### src/rtl/branch_resolve.sv
// Registered branch resolution stage: compares the resolved outcome with the prediction,
// emits redirect/predictor-update pulses and buffers completion packets for the CDB.
module branch_resolve #(
  parameter int unsigned TAG_BITS     = 6,
  parameter int unsigned ROB_IDX_BITS = 5,
  parameter int unsigned FIFO_DEPTH   = 2
) (
  input  logic                    clock,
  input  logic                    reset,
  input  logic                    in_valid,
  output logic                    in_ready,
  input  logic [31:0]             in_pc,
  input  logic                    in_take,
  input  logic [31:0]             in_target,
  input  logic                    in_pred_take,
  input  logic [31:0]             in_pred_target,
  input  logic                    in_is_jump,
  input  logic [TAG_BITS-1:0]     in_dest_tag,
  input  logic [ROB_IDX_BITS-1:0] in_rob_idx,
  output logic                    cdb_valid,
  input  logic                    cdb_ready,
  output logic [TAG_BITS-1:0]     cdb_tag,
  output logic [31:0]             cdb_value,
  output logic [ROB_IDX_BITS-1:0] cdb_rob_idx,
  output logic                    cdb_mispredict,
  output logic                    redirect_valid,
  output logic [31:0]             redirect_pc,
  output logic [ROB_IDX_BITS-1:0] redirect_rob_idx,
  output logic                    bp_upd_valid,
  output logic [31:0]             bp_upd_pc,
  output logic                    bp_upd_take,
  output logic [31:0]             bp_upd_target,
  input  logic                    flush
);

  localparam int unsigned PTR_BITS = $clog2(FIFO_DEPTH);
  localparam int unsigned CNT_BITS = PTR_BITS + 1;

  typedef enum logic {
    ST_IDLE,
    ST_RECOVER
  } state_e;

  typedef struct packed {
    logic [TAG_BITS-1:0]     tag;
    logic [31:0]             value;
    logic [ROB_IDX_BITS-1:0] rob_idx;
    logic                    mispredict;
  } pkt_t;

  state_e              state_q, state_d;
  logic [CNT_BITS-1:0] count_q, count_d;
  logic [PTR_BITS-1:0] head_q, head_d;
  logic [PTR_BITS-1:0] tail_q, tail_d;
  pkt_t                mem_q [FIFO_DEPTH];

  logic                    redirect_valid_q;
  logic [31:0]             redirect_pc_q;
  logic [ROB_IDX_BITS-1:0] redirect_rob_idx_q;
  logic                    bp_upd_valid_q;
  logic [31:0]             bp_upd_pc_q;
  logic                    bp_upd_take_q;
  logic [31:0]             bp_upd_target_q;

  logic acc;
  logic pop;
  logic mispredict;
  pkt_t new_pkt;
  pkt_t head_pkt;

  // in_ready deliberately ignores cdb_ready: a full buffer blocks even in its pop cycle
  assign in_ready   = !reset && (state_q == ST_IDLE) &&
                      (count_q < CNT_BITS'(FIFO_DEPTH)) && !flush;
  assign acc        = in_valid && in_ready;
  assign cdb_valid  = (count_q != '0);
  assign pop        = cdb_valid && cdb_ready;
  assign mispredict = (in_take != in_pred_take) ||
                      (in_take && (in_target != in_pred_target));

  always_comb begin
    new_pkt.tag        = in_is_jump ? in_dest_tag : '0;
    new_pkt.value      = in_is_jump ? (in_pc + 32'h4) : '0;
    new_pkt.rob_idx    = in_rob_idx;
    new_pkt.mispredict = mispredict;
  end

  always_comb begin
    state_d = state_q;
    count_d = count_q;
    head_d  = head_q;
    tail_d  = tail_q;
    if (flush) begin
      state_d = ST_IDLE;
      count_d = '0;
      head_d  = '0;
      tail_d  = '0;
    end else begin
      if (acc) tail_d = tail_q + PTR_BITS'(1);
      if (pop) head_d = head_q + PTR_BITS'(1);
      case ({acc, pop})
        2'b10:   count_d = count_q + CNT_BITS'(1);
        2'b01:   count_d = count_q - CNT_BITS'(1);
        default: count_d = count_q;
      endcase
      if ((state_q == ST_IDLE) && acc && mispredict) state_d = ST_RECOVER;
    end
  end

  always_ff @(posedge clock) begin
    if (reset) begin
      state_q            <= ST_IDLE;
      count_q            <= '0;
      head_q             <= '0;
      tail_q             <= '0;
      redirect_valid_q   <= 1'b0;
      redirect_pc_q      <= '0;
      redirect_rob_idx_q <= '0;
      bp_upd_valid_q     <= 1'b0;
      bp_upd_pc_q        <= '0;
      bp_upd_take_q      <= 1'b0;
      bp_upd_target_q    <= '0;
      for (int unsigned i = 0; i < FIFO_DEPTH; i++) mem_q[i] <= '0;
    end else begin
      state_q          <= state_d;
      count_q          <= count_d;
      head_q           <= head_d;
      tail_q           <= tail_d;
      // acc is already low during flush, so both pulses are suppressed then
      redirect_valid_q <= acc && mispredict;
      bp_upd_valid_q   <= acc;
      if (acc) begin
        mem_q[tail_q]   <= new_pkt;
        bp_upd_pc_q     <= in_pc;
        bp_upd_take_q   <= in_take;
        bp_upd_target_q <= in_target;
        if (mispredict) begin
          redirect_pc_q      <= in_target;
          redirect_rob_idx_q <= in_rob_idx;
        end
      end
    end
  end

  assign head_pkt         = mem_q[head_q];
  assign cdb_tag          = head_pkt.tag;
  assign cdb_value        = head_pkt.value;
  assign cdb_rob_idx      = head_pkt.rob_idx;
  assign cdb_mispredict   = head_pkt.mispredict;
  assign redirect_valid   = redirect_valid_q;
  assign redirect_pc      = redirect_pc_q;
  assign redirect_rob_idx = redirect_rob_idx_q;
  assign bp_upd_valid     = bp_upd_valid_q;
  assign bp_upd_pc        = bp_upd_pc_q;
  assign bp_upd_take      = bp_upd_take_q;
  assign bp_upd_target    = bp_upd_target_q;

endmodule

### config.mk
export PLATFORM = sky130hd
export DESIGN_NAME = branch_resolve
export DESIGN_NICKNAME = d
export VERILOG_FILES = /design/src/rtl/branch_resolve.sv
export SDC_FILE = /design/constraint.sdc
export NUM_CORES = 1
export LEC_CHECK = 0
export BUFFER_PORTS_ARGS = -buffer_cell sky130_fd_sc_hd__buf_2
export CORE_ASPECT_RATIO = 2
export CORE_MARGIN = 2
export CORE_UTILIZATION = 30
export DETAILED_ROUTE_END_ITERATION = 10
export SLEW_MARGIN = 10
export SYNTH_ARGS = -nofsm -noshare
export SYNTH_HDL_FRONTEND = slang
export SYNTH_SLANG_ARGS = --single-unit
export TNS_END_PERCENT = 1
### constraint.sdc
create_clock -name clock -period 3 [get_ports clock]
set_input_delay 0.15 -clock clock [delete_from_list [all_inputs] [get_ports clock]]
set_output_delay 0.15 -clock clock [all_outputs]
set_load 0.01 [all_outputs]
After elaboration in Yosys (flattened, before gate mapping)
Memory sizes are Yosys's and may differ from the RTL's. A register that Yosys moved wholly into a read port is not among the register bits.
Index checks and enable logic that the tools add are counted.
Widths: inputs -> output; s select.
{"block": "totals", "elab_cells": 53, "ram_bits": 88, "ff_bits": 109, "input_bits": 115, "memories": 1, "out_inout_bits": 150}
{"block": "op_classes", "n_reduce_logical": 17, "n_addsub": 5, "mux": 13, "n_bitwise": 1, "n_lt_le_gt_ge": 1, "n_eq_ne": 4}
{"name": "mem_q", "depth": 2, "word_bits": 44, "read_ports": 1, "rd_ports_with_merged_regs": 1, "write_ports": 2, "line": "55", "source": "pkt_t mem_q [FIFO_DEPTH];"}
{"cell": "$mux 44", "count": 1}
{"cell": "$reduce_or 44->1", "count": 1}
{"cell": "$add 32x3->32 const B", "count": 1}
{"cell": "$mux 32", "count": 1}
{"cell": "$ne 32x32->1", "count": 1}
{"cell": "$logic_and 1x1->1", "count": 9}
{"cell": "$mux 1", "count": 9}
{"cell": "$mux 6", "count": 1}
{"cell": "$pmux 2 s2", "count": 1}
{"cell": "$reduce_bool 2->1", "count": 2}
{"cell": "$add 1x1->1 const B", "count": 2}
{"cell": "$add 2x1->2 const B", "count": 1}
{"cell": "$eq 2x1->1 const B", "count": 1}
{"cell": "$eq 2x2->1 const B", "count": 1}
{"cell": "$logic_not 1->1", "count": 2}
{"cell": "$lt 2x2->1 const B", "count": 1}
{"cell": "$reduce_and 2->1", "count": 1}
{"cell": "$reduce_or 2->1", "count": 1}
{"cell": "$sub 2x1->2 const B", "count": 1}
{"cell": "$logic_or 1x1->1", "count": 1}
{"cell": "$ne 1x1->1", "count": 1}
{"cell": "$not 1->1", "count": 1}

Depth between registers and ports, before layout
{"block": "depth", "ltp_word": 10, "mapped_depth": 9, "depth_no_buf": 8}

Worst setup path before layout
OpenSTA, ideal clock, no wires.
{"block": "synth_path", "path_kind": "register to register", "startpoint": "register count_q[1]", "endpoint": "memory mem_q[1][0] in the netlist's numbering, enable pin", "period_less_slack_ns": 2.620, "setup_ns": 0.408, "required_time_ns": 2.592, "n_path_buf": 1, "path_stages_with_launch": 6, "path_slack_ns": 0.380, "arrival_ns": 2.212, "cell_sequence": "dfxtp_1 > nor4_4 > and2_1 > buf_4 > nand2_1 > nand2b_1"}
{"item": "start: declaration", "line": "52", "source": "logic [CNT_BITS-1:0] count_q, count_d;"}
{"item": "start signal: assignment", "line": "125", "source": "count_q <= count_d;"}
{"item": "end: declaration", "line": "55"}

==> metrics.txt <==
most common cell after layout, fill and taps aside buf_2; final worst slack 0.4281 ns; Post-Syn Area 9640 um^2; Layout Skew 0.01671 ns; final wirelength 32180 um; hold path start in_rob_idx[1]; vias per cell 4.976; post-route ant nets 0; reg2reg start count_q[1]; # fillers 3186; initial core utilization 30.57%; CTS HTree Levels 4; crit path time final 2.572 ns; DR WL/cell 18.60 um; Die Area 33670 um^2; dpl hpwl 22760 um; Placer Congestion 0.7954; Die Y 257.5 um; DRC Markers 0; critical path class in2reg; WP data arrival 2.73 ns; Rows 92; Yosys top cell by area edfxtp_1; TritonCTS clock tree done; clock transition at the registers of the reported paths 0.07 ns; Hold Path Class in2reg; Max IR drop VDD 0.3775 mV; initial DRC count 497; Setup crit end kind flip-flop; endpoints failing hold 0; antenna violations before repair 1; Seq/Total Area, Yosys 50.25%; syn nets 1120; top cell type's share of synthesized area 27.41%; WHS 0.04568 ns; Initial DRT Pass Iterations 5; most frequent cells in the layout buf_2, nand2_1, dfxtp_1; Pwr per Cell Area 478.4 nW/um^2; Worst Path Max Fanout 39; Synthesis Warnings 0; CTS resizes 0; I/O pins 265; largest net degree at the start of global routing 79; global route overflow 0; clk buf depth 2; status completed; FMAX 388.8 MHz; worst-skew pair later-pin latency 0.45 ns; Syn Area/Cell 9.612 um^2; Num CTS Buffers 17; proportion of layout cells with a drive suffix above 1 29.53%; pre-CTS WS 0.4029 ns; Synth Flop Type dfxtp_1; Slew HR 40.97%; Max-Cap Viols 0; critical path launch point type primary input; Worst Path Required 3.16 ns; Root Buffer clkbuf_16; Synth Instances 1003; fin crit share 85.73%; NumNets Final 1411; vias in the first global route 8669; setup repair bufs after CTS 0; Critical Path Start in_target[1]; P&R area growth vs syn 30.15%; Clock Sinks 198; Via Count 8608; core area 31540 um^2; Slew Viols, Final 0; first-pass GRT wire length 48720 um; # diodes 0; slew at the pin closest to its max-slew limit 0.8855 ns; asr flop ratio synth 0%; LEAKAGE 5.060 nW; Synth area leaders edfxtp_1, dfxtp_1, nand2_1; Setup TNS 0 ns; #FFs+latches synth 198; RSZ-0062 raised after global routing no; Total Routing Usage GR 19.07%; I/O Buffers 264; Unique masters post-synth 45; number of flops mapped to enable cells by yosys 88; die width 130.8 um; # setup viols final 0
## report_power, final
part / internal, mW / switching [mW] / total (mW)
clock network: 1.20 / 1.07 / 2.27
registers: 2.93 / 0.0444 / 2.97
logic: 0.324 / 0.440 / 0.765
total: 4.45 / 1.55 / 6.00
## per-layer routing
layer | share of wire, % | track usage (%) | wire length (um) | vias up
li1 | - | - | - | 4106
met1 | 35 | 19.37 | 11370 | 4150
met2 | 56 | 36.56 | 18170 | 291
met3 | 4.5 | 3.929 | 1464 | 59
met4 | 3.6 | 7.949 | 1163 | 2
met5 | 0.040 | 0 | 13 | -
## worst paths after layout
kind	to	slack, ns	cells past startpoint
min	mem_q[0][2]	0.05	2
min reg2reg	bp_upd_pc[7]	0.45	2
max	mem_q[1][0]	0.43	8
max reg2reg	bp_upd_take	0.60	7
## cells in the mapped netlist (all sizes together) (38+ instances only)
master	n
nor2	85
nor2b	41
clkbuf	38
mux2	44
nand4	47
nand3	49
edfxtp	88
buf	41
dfxtp	110
nor3b	38
a21oi	65
nand2	153
## through the flow
stage                     total power, mW  cell area, um^2  util [%]  cells
after floorplan                     3.377             9641         -   1003
after detailed placement            3.732            11290     35.78   1628
after CTS                           6.071            12550     39.78   1730
after global placement              3.724            11290     35.78   1628
final                               6.003            12550     39.78   1730
after global routing                6.243            12550     39.78   1730
## state kept, by name, indices dropped and copies added (netlist names), named ones only
signal            flops
mem_q                88
redirect_pc          32
count_q               2
head_q                1
tail_q                1
redirect_valid        1
bp_upd_pc            32
bp_upd_target        32
state_q               1
bp_upd_take           1
bp_upd_valid          1
redirect_rob_idx      5
## layout make-up
cell class                      instances  area [um^2]  area share, %
Clock buffer                           21        461.7          3.680
Sequential cell                       198         4846          38.62
Tap cell                              423        529.3          4.218
Inverter                                8        30.03         0.2393
Timing Repair Buffer                  351         2177          17.35
Multi-Input combinational cell        718         4404          35.10
Clock inverter                         11        98.84         0.7878
## critical path, cell delays in order
cell and delay [ns]:
dlygate4sd3_1 0.55, buf_2 0.15, xor2_1 0.25, nor4_1 0.71
nand4_1 0.17, buf_4 0.33, nor3_2 0.30, nor3b_1 0.10
## kinds of logic (layout without fill, tap and decap cells)
family	Yosys count	in the layout	synth area share (%)
adders and majority gates	2	2	0.2595
DFF	198	198	50.25
AOI/OAI and AO/OA	142	142	8.747
xor gates and xnor gates	62	62	5.633
buffers and inverters	87	391	4.296
and+or+nand+nor	468	468	25.67
muxes	44	44	5.140
## what timing repair did
action	in CTS	in global routing
setup endpoints to repair	0	0
hold endpoints to repair	72	0
hold buffers	70	0
Power figures use the tool's default switching activity.
